## src/rtl/proj_kmer_window_if.sv

```systemverilog
// Stream bundle for the k-mer window: the nucleotide input stream
// and the k-mer output stream, each with a valid/ready handshake.
interface proj_kmer_window_if #(
  parameter int DATA_BITS = 2,
  parameter int OUT_KMER  = 8
);
  logic                 in_valid;
  logic                 in_ready;
  logic [DATA_BITS-1:0] in_data;
  logic                 in_amb;
  logic                 in_last;
  logic                 out_valid;
  logic                 out_ready;
  logic [OUT_KMER-1:0]  out_kmer;
  logic                 out_last;

  // Upstream/downstream side: drives bases and the output ready
  modport master (
    output in_valid, in_data, in_amb, in_last, out_ready,
    input  in_ready, out_valid, out_kmer, out_last
  );

  // Window side: consumes bases and produces k-mers
  modport slave (
    input  in_valid, in_data, in_amb, in_last, out_ready,
    output in_ready, out_valid, out_kmer, out_last
  );
endinterface

```

## src/rtl/proj_kmer_window.sv

```systemverilog
// Streaming k-mer window. Shifts accepted bases into a forward window
// (newest base in the LSBs) and, in canonical mode, a reverse-complement
// window. Once the window holds KMER_LEN bases every further accepted
// base emits a k-mer. Ambiguous bases restart the window; the last base
// of a sequence restarts it after the beat and flags sequences that
// never produced a k-mer.
module proj_kmer_window #(
  parameter int DATA_BITS = 2,
  parameter int KMER_LEN  = 4,
  parameter int CANON_EN  = 1,
  parameter int OUT_KMER  = KMER_LEN * DATA_BITS,
  parameter int CNT_W     = $clog2(KMER_LEN + 1)
) (
  input  logic                 clk,
  input  logic                 rst,
  input  logic                 start_over,
  proj_kmer_window_if.slave    bus,
  output logic                 short_seq,
  output logic [CNT_W-1:0]     fill_count,
  output logic                 full
);

  localparam int W = KMER_LEN * DATA_BITS;

  logic [W-1:0]        fwd_q;
  logic [W-1:0]        fwd_next;
  logic [W-1:0]        kmer_sel;
  logic [CNT_W-1:0]    fill_q;
  logic                emitted_q;
  logic                out_valid_q;
  logic                out_last_q;
  logic                short_q;
  logic [OUT_KMER-1:0] out_kmer_q;
  logic                acc;
  logic                take;
  logic                emit;
  logic                seq_end;
  logic                restart;
  logic                fwd_unused;

  // No skid buffer: a new base is only taken when the output slot is free
  // or being drained this cycle.
  assign bus.in_ready = ~rst & ~start_over & (~out_valid_q | bus.out_ready);
  assign acc          = bus.in_valid & bus.in_ready;
  assign take         = acc & ~bus.in_amb;
  assign emit         = take & (fill_q >= CNT_W'(KMER_LEN - 1));
  assign seq_end      = acc & bus.in_last;
  assign restart      = acc & (bus.in_amb | bus.in_last);
  assign fwd_next     = {fwd_q[W-DATA_BITS-1:0], bus.in_data};
  assign fwd_unused   = ^fwd_q[W-1:W-DATA_BITS];

  generate
    if (CANON_EN != 0 && DATA_BITS != 2) begin : g_bad_cfg
      $error("proj_kmer_window: canonical mode needs 2-bit nucleotides");
    end

    if (CANON_EN != 0) begin : g_canon
      logic [W-1:0] rc_q;
      logic [W-1:0] rc_next;
      logic         rc_unused;

      assign rc_next   = {~bus.in_data, rc_q[W-1:DATA_BITS]};
      assign rc_unused = ^rc_q[DATA_BITS-1:0];
      assign kmer_sel  = (rc_next < fwd_next) ? rc_next : fwd_next;

      // Reverse-complement window: complemented base enters at the top
      always_ff @(posedge clk or posedge rst) begin
        if (rst)
          rc_q <= '0;
        else if (start_over)
          rc_q <= '0;
        else if (restart)
          rc_q <= '0;
        else if (take)
          rc_q <= rc_next;
      end
    end else begin : g_forward
      assign kmer_sel = fwd_next;
    end
  endgenerate

  // Forward window, saturating fill counter and per-sequence emitted flag
  always_ff @(posedge clk or posedge rst) begin
    if (rst) begin
      fwd_q     <= '0;
      fill_q    <= '0;
      emitted_q <= 1'b0;
    end else if (start_over) begin
      fwd_q     <= '0;
      fill_q    <= '0;
      emitted_q <= 1'b0;
    end else begin
      if (restart) begin
        fwd_q  <= '0;
        fill_q <= '0;
      end else if (take) begin
        fwd_q  <= fwd_next;
        fill_q <= (fill_q == CNT_W'(KMER_LEN)) ? fill_q : fill_q + CNT_W'(1);
      end
      if (seq_end)
        emitted_q <= 1'b0;
      else if (emit)
        emitted_q <= 1'b1;
    end
  end

  // Output register: loads on emit, drains on handshake, holds otherwise;
  // short_seq flags a sequence end with nothing emitted since its start
  always_ff @(posedge clk or posedge rst) begin
    if (rst) begin
      out_valid_q <= 1'b0;
      out_kmer_q  <= '0;
      out_last_q  <= 1'b0;
      short_q     <= 1'b0;
    end else if (start_over) begin
      out_valid_q <= 1'b0;
      short_q     <= 1'b0;
    end else begin
      short_q <= seq_end & ~emitted_q & ~emit;
      if (emit) begin
        out_valid_q <= 1'b1;
        out_kmer_q  <= OUT_KMER'(kmer_sel);
        out_last_q  <= bus.in_last;
      end else if (out_valid_q & bus.out_ready) begin
        out_valid_q <= 1'b0;
      end
    end
  end

  assign bus.out_valid = out_valid_q;
  assign bus.out_kmer  = out_kmer_q;
  assign bus.out_last  = out_last_q;
  assign short_seq     = short_q;
  assign fill_count    = fill_q;
  assign full          = (fill_q == CNT_W'(KMER_LEN));

endmodule

```

## src/flat_wrapper.sv

```systemverilog
// flat-port wrapper written by rule: the top's interface ports become plain ports
module proj_kmer_window_flat 
#(
  parameter int DATA_BITS = 2,
  parameter int KMER_LEN  = 4,
  parameter int CANON_EN  = 1,
  parameter int OUT_KMER  = KMER_LEN * DATA_BITS,
  parameter int CNT_W     = $clog2(KMER_LEN + 1)
)
  (clk, rst, start_over, short_seq, fill_count, full, bus_in_valid, bus_in_data, bus_in_amb, bus_in_last, bus_out_ready, bus_in_ready, bus_out_valid, bus_out_kmer, bus_out_last);
  proj_kmer_window_if #(.DATA_BITS(DATA_BITS), .OUT_KMER(OUT_KMER)) bus_i ();
  input  logic clk;
  input  logic rst;
  input  logic start_over;
  output logic short_seq;
  output logic [CNT_W-1:0] fill_count;
  output logic full;
  input wire logic [$bits(bus_i.in_valid)-1:0] bus_in_valid;
  input wire logic [$bits(bus_i.in_data)-1:0] bus_in_data;
  input wire logic [$bits(bus_i.in_amb)-1:0] bus_in_amb;
  input wire logic [$bits(bus_i.in_last)-1:0] bus_in_last;
  input wire logic [$bits(bus_i.out_ready)-1:0] bus_out_ready;
  output wire logic [$bits(bus_i.in_ready)-1:0] bus_in_ready;
  output wire logic [$bits(bus_i.out_valid)-1:0] bus_out_valid;
  output wire logic [$bits(bus_i.out_kmer)-1:0] bus_out_kmer;
  output wire logic [$bits(bus_i.out_last)-1:0] bus_out_last;
  assign bus_i.in_valid = bus_in_valid;
  assign bus_i.in_data = bus_in_data;
  assign bus_i.in_amb = bus_in_amb;
  assign bus_i.in_last = bus_in_last;
  assign bus_i.out_ready = bus_out_ready;
  assign bus_in_ready = bus_i.in_ready;
  assign bus_out_valid = bus_i.out_valid;
  assign bus_out_kmer = bus_i.out_kmer;
  assign bus_out_last = bus_i.out_last;
  proj_kmer_window #(.DATA_BITS(DATA_BITS), .KMER_LEN(KMER_LEN), .CANON_EN(CANON_EN), .OUT_KMER(OUT_KMER), .CNT_W(CNT_W)) u_core (.clk(clk), .rst(rst), .start_over(start_over), .bus(bus_i), .short_seq(short_seq), .fill_count(fill_count), .full(full));
endmodule
```

## config.mk

```make
export PLATFORM = sky130hd
export DESIGN_NAME = proj_kmer_window_flat
export DESIGN_NICKNAME = d
export VERILOG_FILES = /design/src/rtl/proj_kmer_window_if.sv /design/src/rtl/proj_kmer_window.sv /design/src/flat_wrapper.sv
export SDC_FILE = /design/constraint.sdc
export NUM_CORES = 1
export LEC_CHECK = 0
export ABC_CLOCK_PERIOD_IN_PS = 2100
export CAP_MARGIN = 20
export CORE_MARGIN = 8
export CORE_UTILIZATION = 45
export DETAILED_ROUTE_END_ITERATION = 8
export GPL_TIMING_DRIVEN = 0
export PLACE_DENSITY = 0.7
export SLEW_MARGIN = 40
export SYNTH_ARGS = -nofsm -noshare
export SYNTH_HDL_FRONTEND = slang
export SYNTH_SLANG_ARGS = --single-unit
```

## constraint.sdc

```tcl
create_clock -name clk -period 2.1 [get_ports clk]
set_input_delay 0.315 -clock clk [delete_from_list [all_inputs] [get_ports clk]]
set_output_delay 0.315 -clock clk [all_outputs]
set_load 0.05 [all_outputs]
```

==> metrics.cfg <==
[grt]
grt_max_degree = 28
grt_pass1_wl_mm = 5.07
grt_use_total = 0.125
antenna_found_initial = 0
overflow = 0
grt_pass1_vias = 1106

[detailed_routing]
drc = 0
first_iter_violations = 49
wl_mm = 2.97
viasPerCell = 5.40
firstDrtPassIters = 4
ant_nets = 0
num_vias = 1043
wl_per_cell_um = 15.4

[setup_path]
cp-endpoint = bus_in_ready
worstPathCellList = clkdlybuf4s50_1 > nor2_2 > and2_1 > clkdlybuf4s15_1
required_ns = 1.78
end_kind = primary output
r2r_cells = 7
r2r_end = u_core.bus.out_kmer[7]
startpoint_type = primary input
cpPeakStageDelay_ns = 0.57
rrSetupSlack_ns = 0.10
crit_family = buffers and inverters
cp-startpoint = start_over
path_buf_inv = 2
worstReg2RegStart = u_core.g_canon.rc_q[4]
crit_type = primary input to primary output
crit_fanout = 7
cp.depth = 4
crit_arrival_ns = 1.73
cp_slowest_cell = clkdlybuf4s50_1

[layout]
syn_to_final_growth_pct = 25.5
fin_util = 0.579
final_common_cell = dfrtp_1
antenna_cells = 0
fin_nets = 180
drive_gt1_frac = 0.138
layout_common_cells = dfrtp_1 (27), clkdlybuf4s50_1 (20), inv_1 (12)

[cts]
clk_path_buf_depth = 2
cts_made_buffers = 3
hold_buffers = 0
cts_tree = done
cts-root-buf = clkbuf_4
clk_pin_slew_worst_paths_ns = 0.15
htreeDepth = 1
clk_latency_ns = 0.33
cts_sinks = 27

[sta]
rsz0062_at_grt = false
slew_violations = 0
hold_viol = 0
finClkSkew_ns = 0.00530
slew_headroom = 0.636
fin_crit_ns = 2.05
setup_viol = 0
period_share = 0.975
fmaxAchievable_mhz = 488
fin_ws_ns = 0.0527
tightest_slew_ns = 0.545

[power]
ir_drop_uv = 221
power.density_nw_per_um2 = 528
power_mw = 0.911
leakagePower_nw = 0.814

[floorplanning]
ios = 25
die_w_um = 71.3
dieArea_um2 = 5080
fp.coreArea_um2 = 2980
die_h_um = 71.3
rows = 20
start_util = 0.462

[hold_path]
hold_class = primary input to flop

[synth]
syn_inst = 130
synth-simple-area-share = 0.130
synth_top_family_by_area = compound AO/OA/AOI/OAI gates
synth-seq-cells = 27
synth_top_area_cell = dfrtp_1
ys_types = 31
ys_warn_count = 0
muxShareOfSynthArea = 0.0883
ys_seq_area_frac = 0.491
synth-xor-area-share = 0
synth_compound_area_frac = 0.144
synth_fp_nets = 149
synth_area_leaders = dfrtp_1 (49%), ha_1 (9.1%), mux2i_1 (5.8%)
synth-adder-area-share = 0.0910
synth_top_area_share = 0.491
avgSynthCellArea_um2 = 10.6
netlist_area_um2 = 1380

[placed_design]
detailedPlace.worstSlack_ns = -0.323
dp_hpwl_mm = 2.23
port_buffers = 24
gp_congestion = 0.765

[status]
status = finished clean

[flow_run]
drv_cap = 0

-- synthesized netlist by cell type --
| cell | n |
|---|---|
| buf_6 | 2 |
| nand3_2 | 1 |
| o311a_1 | 1 |
| a211oi_1 | 2 |
| nor2_2 | 1 |
| nand2_1 | 11 |
| mux2_2 | 1 |
| o21ai_0 | 8 |
| a32oi_1 | 1 |
| nor3_2 | 1 |
| dfrtp_1 | 27 |
| nor2b_1 | 1 |
| buf_2 | 1 |
| and3_1 | 2 |
| a21o_1 | 2 |
| o22ai_1 | 1 |
| a31oi_1 | 1 |
| nand3_1 | 2 |
| a21oi_1 | 9 |
| nand4_1 | 1 |
| a211o_1 | 1 |
| ha_1 | 10 |
| nor3_4 | 1 |
| mux2_4 | 2 |
| and2_1 | 1 |
| nand2b_1 | 2 |
| a22o_1 | 4 |
| mux2i_1 | 8 |
| nor2_1 | 11 |
| inv_1 | 13 |
| o21bai_1 | 1 |
-- cell type report --
class / instances / area (µm²)
plain buffers: 3 / 27.5
fillers: 263 / 1250
flip-flops and latches: 27 / 676
clock inverters: 1 / 5.00
inverters: 13 / 48.8
repair buffers: 26 / 255
clock buffers: 3 / 22.5
multi-input cells: 87 / 649
well taps: 33 / 41.3
-- kinds of logic after synthesis --
group                    after synthesis
AND/OR/NAND/NOR                       35
multiplexers                          11
flip-flops                            27
adder cells (fa/ha/maj)               10
AO/OA/AOI/OAI                         31
buffers and inverters                 16
-- what timing repair did --
item / 4_1_cts / 5_1_grt
gates cloned: 0 / 0
gates resized for setup: 2 / 9
setup endpoints to repair: 2 / 10
buffers inserted: 0 / 2
-- sequential cells by signal, indices dropped and copies added, names as in the netlist --
signal,cells
u_core.bus.out_kmer,8
u_core.bus.out_last,1
u_core.bus.out_valid,1
u_core.emitted_q,1
u_core.fill_count,3
u_core.fwd_q,6
u_core.g_canon.rc_q,6
u_core.short_seq,1
-- worst min-delay path by stage --
stage	to	depth (start not counted)	startpoint
detailed placement	u_core.fwd_q[5]	2	u_core.fwd_q[5]
global placement	u_core.fwd_q[4]	2	u_core.fwd_q[4]
floorplan	u_core.bus.out_kmer[0]	1	rst
finish	u_core.g_canon.rc_q[7]	2	bus_in_data[1]
global route	u_core.g_canon.rc_q[7]	2	bus_in_data[1]
CTS	u_core.g_canon.rc_q[3]	2	rst
-- report_power, final --
group	internal, mW	leakage (nW)	switching [mW]
Combinational	0.0567	0.422	0.0914
Clock	0.0715	0.0177	0.155
Sequential	0.531	0.374	0.00640
Total	0.659	0.814	0.252
-- through the flow --
step                      std cells  hold WS (ns)  cell area, µm²  TNS, ns
after detailed placement        187         0.477            1660    -2.71
after CTS                       191         0.395            1680        0
after floorplan                 130         0.368            1380        0
final                           193         0.263            1730        0
after global placement          187         0.472            1660    -2.06
after global routing            193         0.299            1730        0
-- metal layers --
| layer | global-route usage | part of all wire | wire, µm | up-vias |
|---|---|---|---|---|
| li1 | - | - | - | 513 |
| met1 | 0.142 | 0.45 | 1330 | 503 |
| met2 | 0.222 | 0.50 | 1480 | 22 |
| met3 | 0.0223 | 0.035 | 103 | 5 |
| met4 | 0.0554 | 0.017 | 50 | 0 |
| met5 | 0 | 0 | 0 | - |
(Power assumes the default switching activity.)
